`src/rtl/matrix_result_drain.sv`:
```
// Captures each new 2x2 product from the multiplier into a small result FIFO and
// streams it out one element per beat, MSB element first, over valid/ready.
module matrix_result_drain #(
  parameter int ELEM_W = 8,
  parameter int N_ELEM = 4,
  parameter int DEPTH  = 4,
  parameter int CNT_W  = 8,
  localparam int RES_W = ELEM_W * N_ELEM,
  localparam int IDX_W = $clog2(N_ELEM),
  localparam int PTR_W = $clog2(DEPTH),
  localparam int LVL_W = $clog2(DEPTH) + 1
) (
  input  logic              clock,
  input  logic              reset,
  input  logic [RES_W-1:0]  matrix_result,
  input  logic [CNT_W-1:0]  matrix_count,
  output logic [ELEM_W-1:0] out_data,
  output logic              out_valid,
  input  logic              out_ready,
  output logic              out_last,
  output logic [IDX_W-1:0]  out_index,
  output logic [LVL_W-1:0]  level,
  output logic              overflow,
  output logic [7:0]        drop_count
);

  logic [RES_W-1:0]  fifo_mem [DEPTH];
  logic [PTR_W-1:0]  wr_ptr_reg, wr_ptr_next;
  logic [PTR_W-1:0]  rd_ptr_reg, rd_ptr_next;
  logic [LVL_W-1:0]  level_reg, level_next, level_after_pop;
  logic [IDX_W-1:0]  index_reg, index_next;
  logic [CNT_W-1:0]  last_count_reg;
  logic              out_valid_reg, out_valid_next;
  logic              out_last_reg, out_last_next;
  logic [ELEM_W-1:0] out_data_reg, out_data_next;
  logic              overflow_reg;
  logic [7:0]        drop_count_reg;
  logic              capture, beat, pop, push, drop;
  logic [RES_W-1:0]  head_word;
  logic [ELEM_W-1:0] head_elems [N_ELEM];

  assign head_word = fifo_mem[rd_ptr_next];

  generate
    for (genvar gi = 0; gi < N_ELEM; gi++) begin : g_elem
      assign head_elems[gi] = head_word[ELEM_W*(N_ELEM-gi)-1 -: ELEM_W];
    end
  endgenerate

  always_comb begin
    capture         = (matrix_count != last_count_reg);
    beat            = out_valid_reg && out_ready;
    pop             = beat && out_last_reg;
    level_after_pop = level_reg - LVL_W'(pop);
    // A full FIFO still has room when its head result leaves on this very edge.
    push            = capture && (level_after_pop < LVL_W'(DEPTH));
    drop            = capture && !push;
    level_next      = level_after_pop + LVL_W'(push);
    wr_ptr_next     = wr_ptr_reg + PTR_W'(push);
    rd_ptr_next     = rd_ptr_reg + PTR_W'(pop);
    if (pop)
      index_next = '0;
    else if (beat)
      index_next = index_reg + 1'b1;
    else
      index_next = index_reg;
    // Presentation only sees entries written on earlier edges, so no write bypass is needed.
    out_valid_next = (level_after_pop != '0);
    out_last_next  = out_valid_next && (index_next == IDX_W'(N_ELEM-1));
    out_data_next  = out_valid_next ? head_elems[index_next] : '0;
  end

  always_ff @(posedge clock) begin
    if (reset && push)
      fifo_mem[wr_ptr_reg] <= matrix_result;
  end

  always_ff @(posedge clock) begin
    if (!reset) begin
      wr_ptr_reg     <= '0;
      rd_ptr_reg     <= '0;
      level_reg      <= '0;
      index_reg      <= '0;
      last_count_reg <= '0;
      out_valid_reg  <= 1'b0;
      out_last_reg   <= 1'b0;
      out_data_reg   <= '0;
      overflow_reg   <= 1'b0;
      drop_count_reg <= '0;
    end else begin
      wr_ptr_reg     <= wr_ptr_next;
      rd_ptr_reg     <= rd_ptr_next;
      level_reg      <= level_next;
      index_reg      <= index_next;
      last_count_reg <= matrix_count;
      out_valid_reg  <= out_valid_next;
      out_last_reg   <= out_last_next;
      out_data_reg   <= out_data_next;
      overflow_reg   <= overflow_reg | drop;
      if (drop && drop_count_reg != 8'hFF)
        drop_count_reg <= drop_count_reg + 8'd1;
    end
  end

  assign out_data   = out_data_reg;
  assign out_valid  = out_valid_reg;
  assign out_last   = out_last_reg;
  assign out_index  = index_reg;
  assign level      = level_reg;
  assign overflow   = overflow_reg;
  assign drop_count = drop_count_reg;

endmodule
```
`config.mk`:
```
export PLATFORM = sky130hd
export DESIGN_NAME = matrix_result_drain
export DESIGN_NICKNAME = d
export VERILOG_FILES = /design/src/rtl/matrix_result_drain.sv
export SDC_FILE = /design/constraint.sdc
export NUM_CORES = 1
export LEC_CHECK = 0
export BUFFER_PORTS_ARGS = -buffer_cell sky130_fd_sc_hd__buf_2
export CAP_MARGIN = 20
export CELL_PAD_IN_SITES_DETAIL_PLACEMENT = 0
export CELL_PAD_IN_SITES_GLOBAL_PLACEMENT = 2
export CORE_UTILIZATION = 29
export CTS_BUF_LIST = sky130_fd_sc_hd__clkbuf_4
export DETAILED_ROUTE_END_ITERATION = 10
export GPL_ROUTABILITY_DRIVEN = 0
export PLACE_DENSITY_LB_ADDON = 0.05
export SLEW_MARGIN = 15
export SYNTH_ARGS = -nofsm -noshare
export SYNTH_HDL_FRONTEND = slang
export SYNTH_SLANG_ARGS = --single-unit
export TNS_END_PERCENT = 1
```
`constraint.sdc`:
```
create_clock -name clock -period 9.3 [get_ports clock]
set_input_delay 0.93 -clock clock [delete_from_list [all_inputs] [get_ports clock]]
set_output_delay 0.93 -clock clock [all_outputs]
set_load 0.1 [all_outputs]
```
==> qor.yml, run 1 <==
drt:
  vias: 3549
  vias_per_cell: 4.621
  drc_errors: 0
  wl_per_cell_um: 19.30
  drt_first_pass_iters: 4
  drtAntennaViolNets: 0
  finalWirelength_mm: 14.82
  drtIter0Drc: 139
power:
  p_int_w: 0.001071
  leakage_nw: 2.545
  clkPwrFrac_pct: 23.8
  pwr-share-comb_pct: 19.8
  p_seq_share_pct: 56.4
  net-switching-power_w: 0.0005224
  power_density_nw_per_um2: 215.1
  switching_share_pct: 32.78
  vdd_drop_max_mv: 0.06707
synth:
  synth_area_um2: 6499
  synth_seq_area_share_pct: 70.23
  yosys_warnings: 0
  syn_nets: 446
  syn_area_per_cell_um2: 16.41
  syn-instance-count: 396
  ys_ff_latch: 164
  synth_cell_type_count: 46
critical_path:
  critPathKind: "input port to register"
  worst_ep_required_time_ns: 9.51
  crit_chain: "buf_2 -> and3_1 -> ha_1 -> ha_1 -> xnor2_1 -> nand3_1 -> nor3_2 -> buf_4"
  endpoint_kind: "register"
  cpMostUsedCell: "ha_1"
  critPathSlowestCell: "nor3_2"
  cpPeakStageDelay_ns: 0.75
  cp-start-kind: "input port"
  path_max_fanout: 22
  critPathArrivalTime_ns: 3.68
timing:
  slew_headroom_pct: 37.30
  finalHoldViolations: 0
  worst_pin_slew_ns: 0.9354
  fin_crit_ns: 3.472
  setup_viol: 0
  clock_skew_ns: 0.02040
  max_freq_mhz: 288.1
  fin_ws_ns: 5.828
  rsz0062_at_grt: "false"
  drv_slew: 0
  fin_tns_setup_ns: 0
  final.period_utilization_pct: 37.33
cells_and_area:
  num-fill-cells: 2197
  finish.instance_area_um2: 7410
  fin_util_pct: 33.85
  layout.nets: 524
  area_growth_pct: 14.02
  largest-register: "fifo_mem"
  drive_above_1_share_pct: 28.75
  largest_reg_flops: 128
die:
  die-area_um2: 23010
  fp.coreArea_um2: 21890
  die_w_um: 151.7
  ios: 67
  rows: 54
  die_h_um: 151.7
  initial_core_util_pct: 29.69
grt:
  track_usage_pct: 13.74
  grt_pass1_wl_mm: 22.00
  overflow: 0
  grt_max_degree: 34
  antenna_found_initial: 1
  first_global_vias: 3605
cts:
  cts_buffer_depth: 2
  numCtsBuffers: 17
  cts_tree: "yes"
  htree_levels: 4
  clock_latency_ns: 0.55
  ctsResizeCount: 0
  postCtsHoldBufs: 0
  cts_setup_buffers: 0
  root_buffer: "clkbuf_4"
  path_clk_slew_ns: 0.14
  cts_num_sinks: 164
outcome:
  status: "completed"
job:
  maxCapViolations: 0
placement:
  pre_cts_slack_ns: 5.220
  placed_area_um2: 7158
  hpwl_mm: 10.01
  port_buffers: 66
hold_path:
  hold_path_class: "register to register"
-- synth_stat cells, drive strengths merged --
library cell / count / share of area [%]
a21boi: 5 / 0.58
a21o: 1 / 0.12
a21oi: 5 / 0.38
a221o: 2 / 0.31
a22oi: 1 / 0.12
a31oi: 1 / 0.096
and2: 14 / 1.3
and3: 7 / 0.67
and3b: 1 / 0.13
buf: 10 / 1.5
clkbuf: 7 / 0.40
dfxtp: 36 / 11
edfxtp: 128 / 59
ha: 7 / 1.3
inv: 8 / 0.46
mux2: 14 / 2.7
mux2i: 23 / 3.5
mux4: 17 / 6.0
nand2: 11 / 0.64
nand2b: 3 / 0.29
nand3: 5 / 0.38
nand4: 1 / 0.096
nor2: 19 / 1.1
nor2b: 2 / 0.19
nor3: 4 / 0.31
nor4: 3 / 0.29
o211ai: 11 / 1.3
o21a: 1 / 0.12
o21ai: 12 / 0.92
o22ai: 10 / 0.96
o2bb2ai: 5 / 0.67
o311ai: 1 / 0.13
o31ai: 3 / 0.35
o41ai: 2 / 0.27
or4: 3 / 0.35
xnor2: 3 / 0.40
xor2: 10 / 1.3
-- worst max-delay path: cells and delay by family --
family / cells / cell delay, ns
AND/OR/NAND/NOR: 3 / 1.28
buffers and inverters: 2 / 0.65
XOR/XNOR: 1 / 0.43
adder cells (fa/ha/maj): 2 / 0.38
-- routing by layer --
metal  vias to the layer above  wire [um]  GRT usage, %
met5                         -          0             0
met4                         0        132         4.010
met3                         8        580         3.503
met2                        71       7384         22.95
met1                      1773       6723         17.48
li1                       1697          -             -
-- layout by cell type, fill, tap and decap left out, types with 8 or more instances in the layout --
| master | count |
|---|---|
| and2_1 | 14 |
| mux2i_1 | 23 |
| nand2_1 | 11 |
| nor2_1 | 19 |
| clkbuf_4 | 17 |
| edfxtp_1 | 128 |
| o211ai_1 | 11 |
| buf_2 | 66 |
| dfxtp_1 | 36 |
| mux2_2 | 8 |
| inv_1 | 8 |
| buf_4 | 10 |
| xor2_1 | 9 |
| mux4_2 | 15 |
| o21ai_0 | 11 |
| o22ai_1 | 10 |
-- area by class of cell --
cell class,count,area [um2],area share [%]
inverters,8,30.03,0.4053
diodes,1,2.502,0.03377
flip-flops and latches,164,4564,61.60
clock inverters,15,121.4,1.638
well taps,280,350.3,4.728
repair buffers,76,405.4,5.471
multi-input cells,207,1808,24.40
clock buffers,17,127.6,1.722
-- through the flow --
stage / cells / hold slack (ns) / power (W)
final: 768 / 0.4964 / 0.001594
after global routing: 768 / 0.5155 / 0.001678
after CTS: 767 / 0.5035 / 0.001623
after detailed placement: 735 / 0.4650 / 0.001240
after global placement: 735 / 0.4566 / 0.001237
after floorplan: 396 / 0.5283 / 0.001149
-- power by group through the flow --
| stage | Combinational [W] | Clock [W] | Sequential [W] |
|---|---|---|---|
| detailed placement | 0.000323 | 0 | 0.000917 |
| floorplan | 0.000145 | 0 | 0.00100 |
| global route | 0.000340 | 0.000431 | 0.000907 |
| global placement | 0.000323 | 0 | 0.000915 |
| CTS | 0.000323 | 0.000399 | 0.000900 |
| finish | 0.000315 | 0.000379 | 0.000899 |
-- worst paths after layout --
kind / startpoint / to / slack (ns) / depth (start not counted)
worst max-delay path: out_ready / fifo_mem[0][18] / 5.83 / 8
worst min-delay path: overflow / overflow / 0.50 / 2
worst max register to register: out_valid / fifo_mem[0][18] / 5.84 / 7
worst min register to register: overflow / overflow / 0.50 / 2
-- logic make-up (layout without fill, tap and decap cells) --
kind of cell | after synthesis | after routing | synth area share (%)
flops | 164 | 164 | 70.23
simple gates | 73 | 73 | 5.795
compound gates | 60 | 60 | 6.296
mux | 54 | 54 | 12.21
buf+inv | 25 | 116 | 2.368
xor+xnor | 13 | 13 | 1.752
fa+ha+maj | 7 | 7 | 1.348
other cells | 0 | 1 | 0
Power figures use the tool's default switching activity.
==> run 2: changes to the inputs <==
==> constraint.sdc (replaced) <==
create_clock -name clock -period 3.05 [get_ports clock]
set_input_delay 0.305 -clock clock [delete_from_list [all_inputs] [get_ports clock]]
set_output_delay 0.305 -clock clock [all_outputs]
set_load 0.1 [all_outputs]
==> qor.yml, run 2 (synthesized netlist as in run 1, its figures left out) <==
outcome:
  status: "completed"
timing:
  rsz0062_at_grt: "false"
  finalHoldViolations: 0
  max_freq_mhz: 393.4
  final.period_utilization_pct: 83.35
  clock_skew_ns: 0.02878
  worst_pin_slew_ns: 0.7397
  setup_viol: 0
  fin_tns_setup_ns: 0
  slew_headroom_pct: 50.50
  fin_crit_ns: 2.542
  drv_slew: 0
critical_path:
  r2r_end: "fifo_mem[0][7]"
  cpMostUsedCell: "ha_1"
  crit_start: "out_valid"
  critPathKind: "register to register"
  endpoint_kind: "register"
  worst_ep_required_time_ns: 3.30
  reg2reg_slack_ns: 0.51
  critPathSlowestCell: "dfxtp_4"
  crit_chain: "and3_1 -> ha_1 -> ha_1 -> xnor2_2 -> nand3_2 -> nor3_4 -> buf_4"
  crit_end: "fifo_mem[0][7]"
  critPathArrivalTime_ns: 2.79
  cpPeakStageDelay_ns: 0.41
  path_max_fanout: 15
  r2r_cells: 7
  timing.rr.start: "out_valid"
  cp-start-kind: "register"
cts:
  cts_buffer_depth: 2
  root_buffer: "clkbuf_4"
  cts_setup_buffers: 0
  cts_num_sinks: 164
  clock_latency_ns: 0.55
  path_clk_slew_ns: 0.16
  numCtsBuffers: 17
  htree_levels: 4
  ctsResizeCount: 0
  cts_tree: "yes"
cells_and_area:
  finish.instance_area_um2: 7989
  fin_cells: 815
  layout.cells.most_common_list: "128 x edfxtp_1, 66 x buf_2, 40 x dlygate4sd3_1"
  largest_reg_flops: 128
  area_growth_pct: 22.93
  layout.nets: 571
  layout_commonest_cell: "edfxtp_1"
  largest-register: "fifo_mem"
  drive_above_1_share_pct: 28.65
drt:
  drt_first_pass_iters: 4
  drc_errors: 0
  drtAntennaViolNets: 0
  wl_per_cell_um: 18.62
  drtIter0Drc: 164
  finalWirelength_mm: 15.17
  vias: 3759
  vias_per_cell: 4.612
grt:
  grt_max_degree: 34
  use_met1_pct: 18.26
  first_global_vias: 3967
  gr-usage-met2_pct: 24.00
  track_usage_pct: 14.37
  grt_busiest_layer: "met2"
  use_met3_pct: 3.353
  antenna_found_initial: 1
  grt_pass1_wl_mm: 23.39
  overflow: 0
die:
  die_h_um: 151.7
  die-area_um2: 23010
  die_w_um: 151.7
  initial_core_util_pct: 29.69
  rows: 54
  ios: 67
  fp.coreArea_um2: 21890
hold_path:
  hp-start: "reset"
  hold_path_class: "input port to register"
power:
  power_density_nw_per_um2: 629.6
  vdd_drop_max_mv: 0.1707
  leakage_nw: 2.786
placement:
  hpwl_mm: 10.21
  placed_area_um2: 7318
  place_inst: 742
  port_buffers: 66
job:
  maxCapViolations: 0
==> run 2: cell types whose count changed in the layout (fill, tap and decap cells not counted), sizes merged <==
cell         before  now
clkbuf           17   19
clkinvlp          4    5
bufinv            0    1
dlygate4sd3       0   40
inv              14   13
buf              76   83
clkinv            5    2
==> run 2: timing repair <==
item	in CTS	in global routing
hold buffers	40	0
hold endpoints to repair	136	0
endpoints found under the setup margin	0	0
==> run 2: critical path: cells and delay by family, from the launching register on <==
family,cells,cell delay (ns)
xor gates and xnor gates,1,0.35
adders and majority gates,2,0.41
DFF,1,0.41
buffers and inverters,1,0.25
and+or+nand+nor,3,0.83
==> run 2: cell type report <==
type | instances | area, um2
antenna | 1 | 2.502
clock buffer | 19 | 142.6
clock inverter | 13 | 125.1
fill | 2130 | 13900
inverter | 8 | 30.03
multi-input combinational | 207 | 1846
sequential | 164 | 4572
tap | 280 | 350.3
timing repair buffer | 123 | 920.9
==> run 2: worst min path at each step <==
stage	end	depth (start not counted)
2_1_floorplan	fifo_mem[0][0]	0
3_3_place_gp	overflow	2
3_5_place_dp	overflow	2
4_1_cts	overflow	4
5_1_grt	drop_count[7]	4
6_report	overflow	4
==> run 2: power by group <==
| part | internal (W) | total [W] | leakage, nW | switching (W) |
|---|---|---|---|---|
| Clock | 0.000435 | 0.00123 | 0.134 | 0.000799 |
| Combinational | 0.000342 | 0.00105 | 1.18 | 0.000705 |
| Sequential | 0.00266 | 0.00275 | 1.47 | 0.0000917 |
| Total | 0.00343 | 0.00503 | 2.79 | 0.00160 |
==> run 2: through the flow <==
step	power [W]	hold slack [ns]	util, %	setup slack [ns]
floorplan	0.003523	0.4039	-	0.02738
global placement	0.003840	0.4542	33.43	0.5158
detailed placement	0.003840	0.4600	33.43	0.4691
CTS	0.005133	0.1194	36.48	0.4310
global route	0.005286	0.1368	36.49	0.2873
finish	0.005030	0.1862	36.49	0.5078
==> run 2: routing by layer <==
| layer | part of all wire (%) | vias to the layer above |
|---|---|---|
| met2 | 50 | 63 |
| met5 | 0 | - |
| li1 | - | 1797 |
| met3 | 2.9 | 8 |
| met1 | 46 | 1891 |
| met4 | 1.1 | 0 |
==> run 3: changes to the inputs <==
==> constraint.sdc (replaced) <==
create_clock -name clock -period 2.2 [get_ports clock]
set_input_delay 0.22 -clock clock [delete_from_list [all_inputs] [get_ports clock]]
set_output_delay 0.22 -clock clock [all_outputs]
set_load 0.1 [all_outputs]
==> qor.yml, run 3 (synthesized netlist as in run 1, its figures left out) <==
drt:
  drtAntennaViolNets: 0
  drc_errors: 0
  drtIter0Drc: 137
  vias_per_cell: 4.610
  drt_first_pass_iters: 4
  finalWirelength_mm: 15.37
  vias: 3826
  wl_per_cell_um: 18.52
critical_path:
  timing.rr.start: "out_valid"
  cp-start-kind: "register"
  r2r_end: "drop_count[7]"
  critPathArrivalTime_ns: 2.64
  reg2reg_slack_ns: 0.06
  worst_ep_required_time_ns: 2.70
  endpoint_kind: "register"
  r2r_cells: 8
  cpPeakStageDelay_ns: 0.52
  crit_buf_inv: 1
  critPathKind: "register to register"
  path_max_fanout: 11
  crit_family: "simple AND/OR/NAND/NOR gates"
  cpMostUsedCell: "ha_4"
  crit_chain: "and3_4 -> ha_4 -> ha_4 -> xnor2_4 -> buf_6 -> a21o_2 -> or4_1 -> a21oi_1"
  critPathSlowestCell: "or4_1"
grt:
  grt_max_degree: 33
  antenna_found_initial: 1
  track_usage_pct: 14.47
  grt_pass1_wl_mm: 23.59
  first_global_vias: 3991
  overflow: 0
hold_path:
  hp-start: "reset"
  hold_path_class: "input port to register"
  holdPathEnd: "drop_count[6]"
  hold_path_depth: 4
timing:
  slew_headroom_pct: 66.90
  rsz0062_at_grt: "true"
  final.period_utilization_pct: 97.10
  finalHoldViolations: 0
  max_freq_mhz: 468.1
  drv_slew: 0
  fin_crit_ns: 2.136
  clock_skew_ns: 0.01740
  worst_pin_slew_ns: 0.4999
  setup_viol: 0
cells_and_area:
  drive_above_1_share_pct: 32.24
  fin_cells: 830
  largest_reg_flops: 128
  fin_util_pct: 37.91
  layout.nets: 586
  largest-register: "fifo_mem"
  layout_commonest_cell: "edfxtp_1"
  layout.cells.most_common_list: "128 x edfxtp_1, 66 x buf_2, 40 x dlygate4sd3_1"
  area_growth_pct: 27.69
die:
  fp.coreArea_um2: 21890
  die_w_um: 151.7
  die_h_um: 151.7
  rows: 54
  die-area_um2: 23010
  initial_core_util_pct: 29.69
  ios: 67
cts:
  cts_tree: "yes"
  htree_levels: 4
  cts_setup_buffers: 0
  path_clk_slew_ns: 0.14
  clock_latency_ns: 0.56
  cts_buffer_depth: 2
  numCtsBuffers: 17
  cts_num_sinks: 164
  root_buffer: "clkbuf_4"
power:
  vdd_drop_max_mv: 0.3251
  power_density_nw_per_um2: 882.1
  leakage_nw: 2.911
outcome:
  status: "completed"
job:
  maxCapViolations: 0
placement:
  port_buffers: 66
  hpwl_mm: 10.43
  place_inst: 757
-- run 3: changes by cell type in the layout (fill, tap and decap cells not counted), moves of 3 or more --
cell,delta
ha_1,-3
buf_4,+10
clkinv_4,+3
ha_4,+3
buf_12,+4
clkinvlp_4,-3
-- run 3: what timing repair did --
| action | 4_1_cts | 5_1_grt |
|---|---|---|
| setup endpoints to repair | 8 | 34 |
| pin swaps | 1 | 1 |
| cloned | 0 | 0 |
| endpoints found under the hold margin | 136 | 0 |
| resized for setup | 6 | 5 |
| hold buffers | 40 | 0 |
-- run 3: layout make-up --
class	instances	area, um2
fillers	2140	13590
flip-flops and latches	164	4572
multi-input cells	207	1938
repair buffers	138	1087
well taps	280	350.3
clock inverters	13	175.2
clock buffers	19	142.6
inverters	8	30.03
diodes	1	2.502
-- run 3: report_power, final --
group | total [W] | switching (W) | internal, W
clock network | 0.00195 | 0.00111 | 0.000837
registers | 0.00379 | 0.000105 | 0.00368
logic | 0.00158 | 0.00103 | 0.000555
-- run 3: how the worst max path moves through the flow --
stage,slack [ns],cells after the start,endpoint,startpoint
5_1_grt,-0.006,10,out_data[0],out_valid
6_report,0.06,8,drop_count[7],out_valid
3_3_place_gp,-0.17,7,out_data[5],out_valid
2_1_floorplan,-0.62,7,fifo_mem[0][0],out_valid
4_1_cts,-0.004,8,fifo_mem[0][2],out_valid
3_5_place_dp,-0.16,7,out_data[4],out_valid
-- run 3: metal layers --
layer	global-route usage, %	vias up	part of all wire (%)
met2	24.09	67	50
li1	-	1830	-
met3	3.533	11	4.0
met5	0	-	0
met4	4.455	0	1.1
met1	18.49	1918	45
-- run 3: stage by stage --
step	area, um2	total power [W]	hold WS, ns	worst slack (ns)	setup TNS (ns)
floorplan	6623	0.004908	0.3189	-0.6171	-76.49
global placement	7530	0.005413	0.4335	-0.1703	-0.7008
detailed placement	7530	0.005418	0.4361	-0.1579	-0.5614
CTS	8274	0.007448	0.07541	-0.004345	-0.008517
global route	8298	0.007672	0.07736	-0.005700	-0.006038
finish	8298	0.007320	0.1214	0.06387	0
-- run 3: tightest hold or removal path: stages --
cell and delay (ns):
buf_2 0.11, buf_4 0.20, o31ai_1 0.08, nor2_1 0.04
